[src/rtl/pipe_addsub_seg_if.sv]
// Operand/result stream bundle for the segmented pipelined adder/subtractor.
interface pipe_addsub_seg_if #(
    parameter int unsigned WIDTH = 16
);
    // Operand side
    logic             in_valid;
    logic             in_ready;
    logic [WIDTH-1:0] a;
    logic [WIDTH-1:0] b;
    logic             sub;
    logic             cin;

    // Result side
    logic             out_valid;
    logic             out_ready;
    logic [WIDTH-1:0] sum;
    logic             cout;
    logic             ovf;

    // Producer of operands / consumer of results
    modport master (
        output in_valid, a, b, sub, cin, out_ready,
        input  in_ready, out_valid, sum, cout, ovf
    );

    // The arithmetic unit itself
    modport slave (
        input  in_valid, a, b, sub, cin, out_ready,
        output in_ready, out_valid, sum, cout, ovf
    );
endinterface

[src/rtl/pipe_addsub_seg.sv]
// Pipelined adder/subtractor: one SEG_W-bit ripple segment resolved per stage,
// carry registered between stages, global-stall valid/ready stream handshake.
module pipe_addsub_seg #(
    parameter int unsigned WIDTH = 16,
    parameter int unsigned SEG_W = 4
) (
    input  logic             clk,
    input  logic             rst_n,
    pipe_addsub_seg_if.slave bus
);
    localparam int unsigned STAGES = WIDTH / SEG_W;
    localparam int unsigned LAST   = STAGES - 1;

    typedef logic [WIDTH-1:0] word_t;
    typedef logic [SEG_W:0]   seg_t;

    // Reject geometries that cannot be split into whole segments
    if (SEG_W == 0 || WIDTH < SEG_W || (WIDTH % SEG_W) != 0) begin : g_bad_params
        $error("pipe_addsub_seg: WIDTH must be a non-zero multiple of SEG_W");
    end

    // Per-stage slot: valid, A, mapped B', partial sum so far, carry into next segment
    logic [STAGES-1:0] valid_q, valid_d;
    logic [STAGES-1:0] carry_q, carry_d;
    word_t             a_q  [STAGES];
    word_t             a_d  [STAGES];
    word_t             bp_q [STAGES];
    word_t             bp_d [STAGES];
    word_t             s_q  [STAGES];
    word_t             s_d  [STAGES];
    logic              ovf_q, ovf_d;

    logic              adv_c;
    word_t             in_a_c;
    word_t             in_bp_c;
    logic              in_c0_c;
    logic [WIDTH:0]    seg_c;

    // Resolve segment k of fa + fb + fc and merge it into partial sum fs; returns {carry, sum}
    function automatic logic [WIDTH:0] seg_add(
        input word_t       fa,
        input word_t       fb,
        input word_t       fs,
        input logic        fc,
        input int unsigned k
    );
        seg_t  r;
        word_t s;
        r = seg_t'(fa[k*SEG_W +: SEG_W]) + seg_t'(fb[k*SEG_W +: SEG_W]) + seg_t'(fc);
        s = fs;
        s[k*SEG_W +: SEG_W] = r[SEG_W-1:0];
        return {r[SEG_W], s};
    endfunction

    // Operand mapping: subtraction is A + ~B + ~borrow; idle slots load zeros so no X reaches the output
    always_comb begin
        in_a_c  = bus.in_valid ? bus.a : '0;
        in_bp_c = '0;
        if (bus.in_valid) begin
            in_bp_c = bus.sub ? ~bus.b : bus.b;
        end
        in_c0_c = bus.in_valid & (bus.sub ^ bus.cin);
    end

    // Global advance and next state of every stage; whole pipe holds when the result is stalled
    always_comb begin
        adv_c   = ~rst_n | bus.out_ready | ~valid_q[LAST];
        valid_d = valid_q;
        carry_d = carry_q;
        a_d     = a_q;
        bp_d    = bp_q;
        s_d     = s_q;
        seg_c   = '0;
        if (adv_c) begin
            seg_c      = seg_add(in_a_c, in_bp_c, '0, in_c0_c, 0);
            valid_d[0] = bus.in_valid;
            a_d[0]     = in_a_c;
            bp_d[0]    = in_bp_c;
            s_d[0]     = seg_c[WIDTH-1:0];
            carry_d[0] = seg_c[WIDTH];
            for (int unsigned k = 1; k < STAGES; k++) begin
                seg_c      = seg_add(a_q[k-1], bp_q[k-1], s_q[k-1], carry_q[k-1], k);
                valid_d[k] = valid_q[k-1];
                a_d[k]     = a_q[k-1];
                bp_d[k]    = bp_q[k-1];
                s_d[k]     = seg_c[WIDTH-1:0];
                carry_d[k] = seg_c[WIDTH];
            end
        end
        // Signed overflow of A + B' + c0, evaluated as the slot enters the output stage
        ovf_d = (a_d[LAST][WIDTH-1] == bp_d[LAST][WIDTH-1]) &
                (s_d[LAST][WIDTH-1] != a_d[LAST][WIDTH-1]);
    end

    // Stage registers with synchronous active-low reset; in-flight work is discarded
    always_ff @(posedge clk) begin
        if (!rst_n) begin
            valid_q <= '0;
            carry_q <= '0;
            ovf_q   <= 1'b0;
            for (int unsigned k = 0; k < STAGES; k++) begin
                a_q[k]  <= '0;
                bp_q[k] <= '0;
                s_q[k]  <= '0;
            end
        end else begin
            valid_q <= valid_d;
            carry_q <= carry_d;
            ovf_q   <= ovf_d;
            a_q     <= a_d;
            bp_q    <= bp_d;
            s_q     <= s_d;
        end
    end

    assign bus.in_ready  = adv_c;
    assign bus.out_valid = valid_q[LAST];
    assign bus.sum       = s_q[LAST];
    assign bus.cout      = carry_q[LAST];
    assign bus.ovf       = ovf_q;
endmodule

[src/flat_wrapper.sv]
// flat-port wrapper written by rule: the top's interface ports become plain ports
module pipe_addsub_seg_flat 
#(
    parameter int unsigned WIDTH = 16,
    parameter int unsigned SEG_W = 4
)
  (clk, rst_n, bus_in_valid, bus_a, bus_b, bus_sub, bus_cin, bus_out_ready, bus_in_ready, bus_out_valid, bus_sum, bus_cout, bus_ovf);
  pipe_addsub_seg_if #(.WIDTH(WIDTH)) bus_i ();
  input  logic clk;
  input  logic rst_n;
  input wire logic [$bits(bus_i.in_valid)-1:0] bus_in_valid;
  input wire logic [$bits(bus_i.a)-1:0] bus_a;
  input wire logic [$bits(bus_i.b)-1:0] bus_b;
  input wire logic [$bits(bus_i.sub)-1:0] bus_sub;
  input wire logic [$bits(bus_i.cin)-1:0] bus_cin;
  input wire logic [$bits(bus_i.out_ready)-1:0] bus_out_ready;
  output wire logic [$bits(bus_i.in_ready)-1:0] bus_in_ready;
  output wire logic [$bits(bus_i.out_valid)-1:0] bus_out_valid;
  output wire logic [$bits(bus_i.sum)-1:0] bus_sum;
  output wire logic [$bits(bus_i.cout)-1:0] bus_cout;
  output wire logic [$bits(bus_i.ovf)-1:0] bus_ovf;
  assign bus_i.in_valid = bus_in_valid;
  assign bus_i.a = bus_a;
  assign bus_i.b = bus_b;
  assign bus_i.sub = bus_sub;
  assign bus_i.cin = bus_cin;
  assign bus_i.out_ready = bus_out_ready;
  assign bus_in_ready = bus_i.in_ready;
  assign bus_out_valid = bus_i.out_valid;
  assign bus_sum = bus_i.sum;
  assign bus_cout = bus_i.cout;
  assign bus_ovf = bus_i.ovf;
  pipe_addsub_seg #(.WIDTH(WIDTH), .SEG_W(SEG_W)) u_core (.clk(clk), .rst_n(rst_n), .bus(bus_i));
endmodule
[config.mk]
export PLATFORM = sky130hd
export DESIGN_NAME = pipe_addsub_seg_flat
export DESIGN_NICKNAME = d
export VERILOG_FILES = /design/src/rtl/pipe_addsub_seg_if.sv /design/src/rtl/pipe_addsub_seg.sv /design/src/flat_wrapper.sv
export SDC_FILE = /design/constraint.sdc
export NUM_CORES = 1
export LEC_CHECK = 0
export ABC_AREA = 0
export CAP_MARGIN = 20
export CORE_MARGIN = 8
export CORE_UTILIZATION = 45
export CTS_CLUSTER_SIZE = 30
export DETAILED_ROUTE_END_ITERATION = 8
export GPL_ROUTABILITY_DRIVEN = 0
export PLACE_DENSITY_LB_ADDON = 0.3
export REMOVE_ABC_BUFFERS = 1
export SETUP_SLACK_MARGIN = 0.1
export SYNTH_ARGS = -nofsm -noshare
export SYNTH_HDL_FRONTEND = slang
export SYNTH_SLANG_ARGS = --single-unit
[constraint.sdc]
create_clock -name clk -period 5.6 [get_ports clk]
set_input_delay 1.12 -clock clk [delete_from_list [all_inputs] [get_ports clk]]
set_output_delay 1.12 -clock clk [all_outputs]
set_load 0.01 [all_outputs]
==> qor.txt <==
Register area - 1980 um^2
Main combinational cell family by area after synthesis - compound AO/OA/AOI/OAI gates
Number of library cell types mapped by synthesis - 26
Highest-delay cell along the critical path - clkdlybuf4s50_1
Synth Register Bits - 99
CP most frequent cell - clkdlybuf4s50_1
Synth Area in Simple Gates - 14.6%
Core ar. - 9590 um^2
CP max stage delay - 0.56 ns
Layout cell share with drive strength beyond 1 - 4.37%
Final hold vios - 0
Commonest non-fill, non-tap cell in the layout - nand2_1
Design Area, Final - 5030 um^2
Setup TNS - 0 ns
Avg Inst Size Synth - 9.19 um^2
DRC violations left - 0
Synth warnings - 0
Fmax - 266 MHz
Post-CTS Resized - 0
Number of port buffers - 57
Leak - 1.99 nW
Final instance count without filler cells - 637
Max H-tree Level - 3
Compound-Gate Fraction of Synth Area - 19.4%
Synth Area in Adders - 7.11%
Most frequent cells in the layout - nand2_1, dfxtp_1, a21boi_0
Final core utilization - 52.4%
Die area - 13100 um^2
Setup violations, final - 0
Starting density of the core - 45.5%
CTS Sinks - 99
Critical setup path kind - input port to primary output
Worst Tran Pin Value - 0.957 ns
CTS tree - done
GR Layer Usage met2 - 23.3%
Syn Inst Count - 475
Die extent in x - 114 um
Worst-path clk slew - 0.08 ns
Hold Path Class - flop to flop
Largest cells by area after synthesis - dfxtp_1, nand2_1, a21boi_0
Setup crit end kind - primary output
Grt met1 use - 15.7%
Cts hold-fix bufs - 0
Met3 GRT Util - 3.01%
WL per Instance - 12.9 um
Outcome - completed
RR Startpoint - u_core.valid_q[3]
Total gr overflow - 0
Crit. Startpoint - bus_out_ready
CTS max path bufs - 2
Crit path cell chain - clkdlybuf4s50_1 -> and2b_4 -> and2_1 -> inv_1 -> clkdlybuf4s50_1
Instance area at placement - 4810 um^2
Fillers - 904
CTS buffer count - 9
Synth top area share - 45.4%
Fin crit share - 67.1%
Placed Cells - 621
Post-route ant nets - 0
Vias/cell - 4.82
Via count of the first global-routing pass - 3151
Nets - 557
I/O Pins - 58
Combinational share of power - 9.1%
Post-synthesis mux area share - 0.688%
Clk pwr share - 36.3%
Total number of vias - 3068
Critical path fanouts, max - 3
Max-cap viol count - 0
Pwr/cell area - 273 nW/um^2
Clock Skews - 0.00934 ns
Overall routing resource usage - 13.5%
Switch share - 22.2%
Xor-xnor portion of the synthesized cell area - 4.41%
Hpwl dp - 5420 um
Sequential power share - 54.6%
Clk_lat worst skew - 0.35 ns
Worst EP arrival - 2.64 ns
Critical path launch point type - input port
Global-route wire length before repair - 14400 um
Worst Path Required - 4.48 ns
GRT busiest layer - met2
VDD IR max - 0.000146 V
Root Driver - clkbuf_8
DR iter-0 viols - 146
Total wire length - 8230 um
Int Pwr - 1.07 mW
Die H - 114 um
ANT cells - 0
Max-slew headroom - 36.0%
Slew Viols, Final - 0
Register area share after synthesis - 45.4%
Post-CTS Setup Bufs - 0
Largest net degree at the start of global routing - 77
Initial antenna violation count - 0
Footprint of the multi-input gates - 2020 um^2
Critical path's top delay family - buffers and inverters
First-pass DRT Iterations - 4
Synth-to-layout area growth - 15.2%
Psw - 0.305 mW
RSZ-0062 raised after global routing - false
Syn Std Cell Area - 4370 um^2
Final worst path period need - 3.76 ns
Worst path bufs/invs - 3
Rows - 36
HP Start - u_core.bus.sum[11]
Leading area contributor after synthesis - dfxtp_1
==> power groups by stage <==
stage               Clock [mW]  Sequential (mW)  Combinational, mW
global route             0.543            0.755              0.142
detailed placement           0            0.766              0.127
global placement             0            0.765              0.123
CTS                      0.515            0.750              0.127
finish                   0.498            0.749              0.125
floorplan                    0            0.764             0.0653
==> worst paths after layout <==
check                        to  slack [ns]  cells past startpoint
max                bus_in_ready        1.84                      5
min          u_core.bus.sum[11]        0.46                      2
max reg2reg      u_core.bus.ovf        3.78                      5
min reg2reg  u_core.bus.sum[11]        0.46                      2
==> logic make-up after synthesis <==
logic type | after synthesis
compound gates | 116
xor+xnor | 22
fa+ha+maj | 20
buf+inv | 61
flops | 99
mux | 3
simple gates | 154
==> synthesized netlist by cell type <==
master	instances
fa_1	8
dfxtp_1	99
o21ai_0	16
nand3_1	1
a21o_1	6
nor2_1	7
a22o_1	22
clkbuf_1	11
ha_1	12
xor2_1	21
nand2_1	126
nand2b_1	1
xnor2_1	1
mux2i_1	3
a21boi_0	58
o21a_1	1
and3_4	1
and2_1	12
buf_2	11
a21oi_1	9
inv_1	13
o211a_1	4
buf_6	7
and2b_4	1
nor2b_1	5
buf_4	19
==> final cells by class <==
class                   count  share of cell area (%)
well taps                 133                    3.31
clock inverters             4                    1.47
flip-flops and latches     99                    39.4
multi-input cells         315                    40.1
inverters                  13                   0.970
repair buffers             61                    11.8
clock buffers              12                    2.88
==> per-stage QoR <==
step	power [mW]	hold slack, ns	worst slack (ns)
after floorplan	0.829	0.426	1.95
after global placement	0.887	0.433	1.70
after detailed placement	0.893	0.458	1.50
after CTS	1.39	0.466	1.81
after global routing	1.44	0.489	1.76
final	1.37	0.463	1.84
==> per-layer routing <==
metal / vias to the layer above / part of all wire (%)
li1: 1583 / -
met1: 1429 / 47
met2: 44 / 48
met3: 12 / 3.8
met4: 0 / 1.8
met5: - / 0
==> sequential cells by signal, summed over array words and instances (netlist names) <==
name,cells
u_core.valid_q,4
u_core.carry_q,4
u_core.bus.sum,16
u_core.a_q,25
u_core.bp_q,25
u_core.s_q,24
u_core.bus.ovf,1
==> worst reg2reg max path: cells and delay by family (launching register included) <==
| family | cells | cell delay [ns] |
|---|---|---|
| and+or+nand+nor | 2 | 0.27 |
| DFF | 1 | 0.37 |
| buffers and inverters | 1 | 0.61 |
| muxes | 2 | 0.51 |
Note: power is estimated with default switching activity, not from simulation.
==> variant: new RTL, same flow settings <==
`WIDTH` is set to 16 in 3 places; all go to 32.
--- a/src/rtl/pipe_addsub_seg_if.sv
+++ b/src/rtl/pipe_addsub_seg_if.sv
@@ -1,6 +1,6 @@
 // Operand/result stream bundle for the segmented pipelined adder/subtractor.
 interface pipe_addsub_seg_if #(
-    parameter int unsigned WIDTH = 16
+    parameter int unsigned WIDTH = 32
 );
     // Operand side
     logic             in_valid;
--- a/src/rtl/pipe_addsub_seg.sv
+++ b/src/rtl/pipe_addsub_seg.sv
@@ -1,7 +1,7 @@
 // Pipelined adder/subtractor: one SEG_W-bit ripple segment resolved per stage,
 // carry registered between stages, global-stall valid/ready stream handshake.
 module pipe_addsub_seg #(
-    parameter int unsigned WIDTH = 16,
+    parameter int unsigned WIDTH = 32,
     parameter int unsigned SEG_W = 4
 ) (
     input  logic             clk,
--- a/src/flat_wrapper.sv
+++ b/src/flat_wrapper.sv
@@ -1,7 +1,7 @@
 // flat-port wrapper written by rule: the top's interface ports become plain ports
 module pipe_addsub_seg_flat 
 #(
-    parameter int unsigned WIDTH = 16,
+    parameter int unsigned WIDTH = 32,
     parameter int unsigned SEG_W = 4
 )
   (clk, rst_n, bus_in_valid, bus_a, bus_b, bus_sub, bus_cin, bus_out_ready, bus_in_ready, bus_out_valid, bus_sum, bus_cout, bus_ovf);
Interface: changed (resized bus_a, bus_b and bus_sum); port bits go from 58 to 106. The function was not compared with the original's and may differ.
==> variant against the original RTL <==
Global-route usage grew 0.57 points; setup slack improved by 64 ps; synthesized area rose to 3.5 times the old value; power increased to 4.2 times the old value; final area rose to 3.5 times the old value; utilization is 0.46 points lower; routed wire length grew to 3.6 times the old value; sequential cell count rose by 288; highest routed layer unchanged.
==> variant: results (changes against the original RTL) <==
* Post-layout nets at 1863 (+230%)
* First-pass GRT wire length at 49900 µm (+250%)
* Via density at 4.88 (+1.4%)
* Total inserted antenna cells at 0 (unchanged)
* Post-synth top flop: sky130_fd_sc_hd__dfxtp_1
* Postcts setup bufs at 0 (unchanged)
* Clock root buffer master: sky130_fd_sc_hd__clkbuf_16
* Multiplexer share of the synthesized area at 0% (-0.69 points)
* Final setup skew at 12.2 ps (+2.89 ps)
* Overall fraction of global-route tracks in use at 14.1% (+0.57 points)
* Complex-gate fraction of the synthesized area at 20.8% (+1.4 points)
* Clock input transition at the sequential cells of the worst setup and hold paths at 50 ps (-30 ps)
* Data arrival time of the worst path at 2570 ps (-70 ps)
* Post-synthesis average cell area at 8.83 µm² (-3.9%)
* Synth Area in XOR/XNOR at 2.26% (-2.2 points)
* Cell Count, Final, Fillers Out at 2239 (+250%)
* Status: completed
* Tightest Pin Transition at 1090 ps (+129 ps)
* Hold Crit Class: reg -> reg
* Quantity of I/O buffers inserted on ports at 105 (+84%)
* Count of cell types in the netlist at 35 (+35%)
* Number of gates given a new drive strength after cts at 0 (unchanged)
* Number of clock buffers inserted by TritonCTS at 41 (+32)
* Buffer depth of the longest clock path at 3 (+1)
* Fraction of final layout cells with drive strength greater than 1 at 4.65% (+0.29 points)
* Share of synthesized flip-flops with an asynchronous set or reset at 0% (unchanged)
* Vias in the first global route at 10500 (+230%)
* Pin count of the biggest net entering global routing at 176 (+130%)
* Placed wire-length estimate at 17100 µm (+220%)
* Synthesized-area fraction occupied by adder cells at 4.00% (-3.1 points)
* Violation count after the first detailed-routing iteration at 583 (+300%)
* Routed len/inst at 13.1 µm (+1.2%)
* Part of the Yosys area used for sequential elements at 50.0% (+4.6 points)
* Synth Warn # at 0 (unchanged)
* Largest registers: u_core.a_q (113), u_core.bp_q (113), u_core.s_q (112)
* Worst voltage drop across the vdd grid at 0.172 mV (+18%)
* Clock latency reported for the late side of the worst-skew pair at 520 ps (+170 ps)
* Largest driver fanout on the critical path at 5 (+2)
* Largest cells by area after synthesis: sky130_fd_sc_hd__dfxtp_1 (50%), sky130_fd_sc_hd__nand2_1 (15%), sky130_fd_sc_hd__a21boi_1 (10%), sky130_fd_sc_hd__a21boi_0 (4.7%), sky130_fd_sc_hd__a22o_1 (2.9%)
* P_leak at 6.54 nW (+230%)
* Antenna violations before repair at 0 (unchanged)
* Most frequent cells after synthesis: sky130_fd_sc_hd__nand2_1 (619), sky130_fd_sc_hd__dfxtp_1 (387), sky130_fd_sc_hd__a21boi_1 (207), sky130_fd_sc_hd__a21boi_0 (97), sky130_fd_sc_hd__buf_2 (80)
* Area of placed instances at 16400 µm² (+240%)
* H-tree level count at 2 (-1)
* Number of iterations in the first detailed-routing pass at 5 (+1)
-- variant: cell types whose count changed after synthesis, sizes merged, moves of 9 or more --
cell / unedited run / this run
a22o: 22 / 51
xor2: 21 / 38
inv: 13 / 28
buf: 37 / 120
dfxtp: 99 / 387
ha: 12 / 24
a21boi: 58 / 304
clkbuf: 11 / 39
o21ai: 16 / 29
nand2: 126 / 619
nand3: 1 / 10
-- variant: worst max-delay path, stage by stage --
cell	delay [ps]
sky130_fd_sc_hd__clkdlybuf4s50_1	530
sky130_fd_sc_hd__nor2b_4	60
sky130_fd_sc_hd__and2_2	190
sky130_fd_sc_hd__inv_1	120
sky130_fd_sc_hd__clkdlybuf4s50_1	560
-- variant: area by class of cell --
cell class	instances	area, µm²
Clock buffer	64	1270
Multi-Input combinational cell	1180	6800
Clock inverter	10	131
Inverter	28	105
Fill cell	3177	16400
Timing Repair Buffer	115	1150
Tap cell	455	569
Sequential cell	387	7750
-- variant: report_power, final --
| part | internal, W | leakage, nW | total (W) | switching [W] |
|---|---|---|---|---|
| Combinational | 0.000132 | 2.71 | 0.000240 | 0.000108 |
| Sequential | 0.00281 | 3.14 | 0.00284 | 0.0000298 |
| Clock | 0.00170 | 0.693 | 0.00275 | 0.00105 |
| Total | 0.00465 | 6.54 | 0.00583 | 0.00118 |
-- variant: per-stage QoR --
step	setup WS, ps	power (W)	utilization, %	hold WS (ps)
after floorplan	-8970	0.00302	-	426
after global placement	1890	0.00314	47.9	436
after detailed placement	1860	0.00315	47.9	441
after CTS	1890	0.00592	52.0	446
after global routing	1850	0.00608	52.0	461
final	1910	0.00583	52.0	445
-- variant: metal layers --
metal  GRT usage [%]  part of all wire [%]  vias to the layer above  wire length (µm)
met1            17.8                    48                     5055             14100
met5               0                     0                        -                 0
met2            24.2                    46                      135             13600
li1                -                     -                     5699                 -
met4            3.86                   1.8                        0               540
met3            2.75                   3.5                       43              1030
-- variant: cell families after synthesis --
family / Yosys count
AO/OA/AOI/OAI: 432
XOR/XNOR: 40
adder cells (fa/ha/maj): 40
buffers and inverters: 187
flip-flops: 387
AND/OR/NAND/NOR: 668
-- variant: path summary, 6_finish.rpt --
check | start | endpoint | slack [ps] | cells past startpoint
max reg2reg | u_core.valid_q[7]$_SDFFE_PN0P_ | u_core.s_q[86]$_SDFFE_PN0P_ | 3090 | 6
min reg2reg | u_core.bus.sum[25]$_SDFFE_PN0P_ | u_core.bus.sum[25]$_SDFFE_PN0P_ | 440 | 2
min | u_core.bus.sum[25]$_SDFFE_PN0P_ | u_core.bus.sum[25]$_SDFFE_PN0P_ | 440 | 2
max | bus_out_ready | bus_in_ready | 1910 | 5
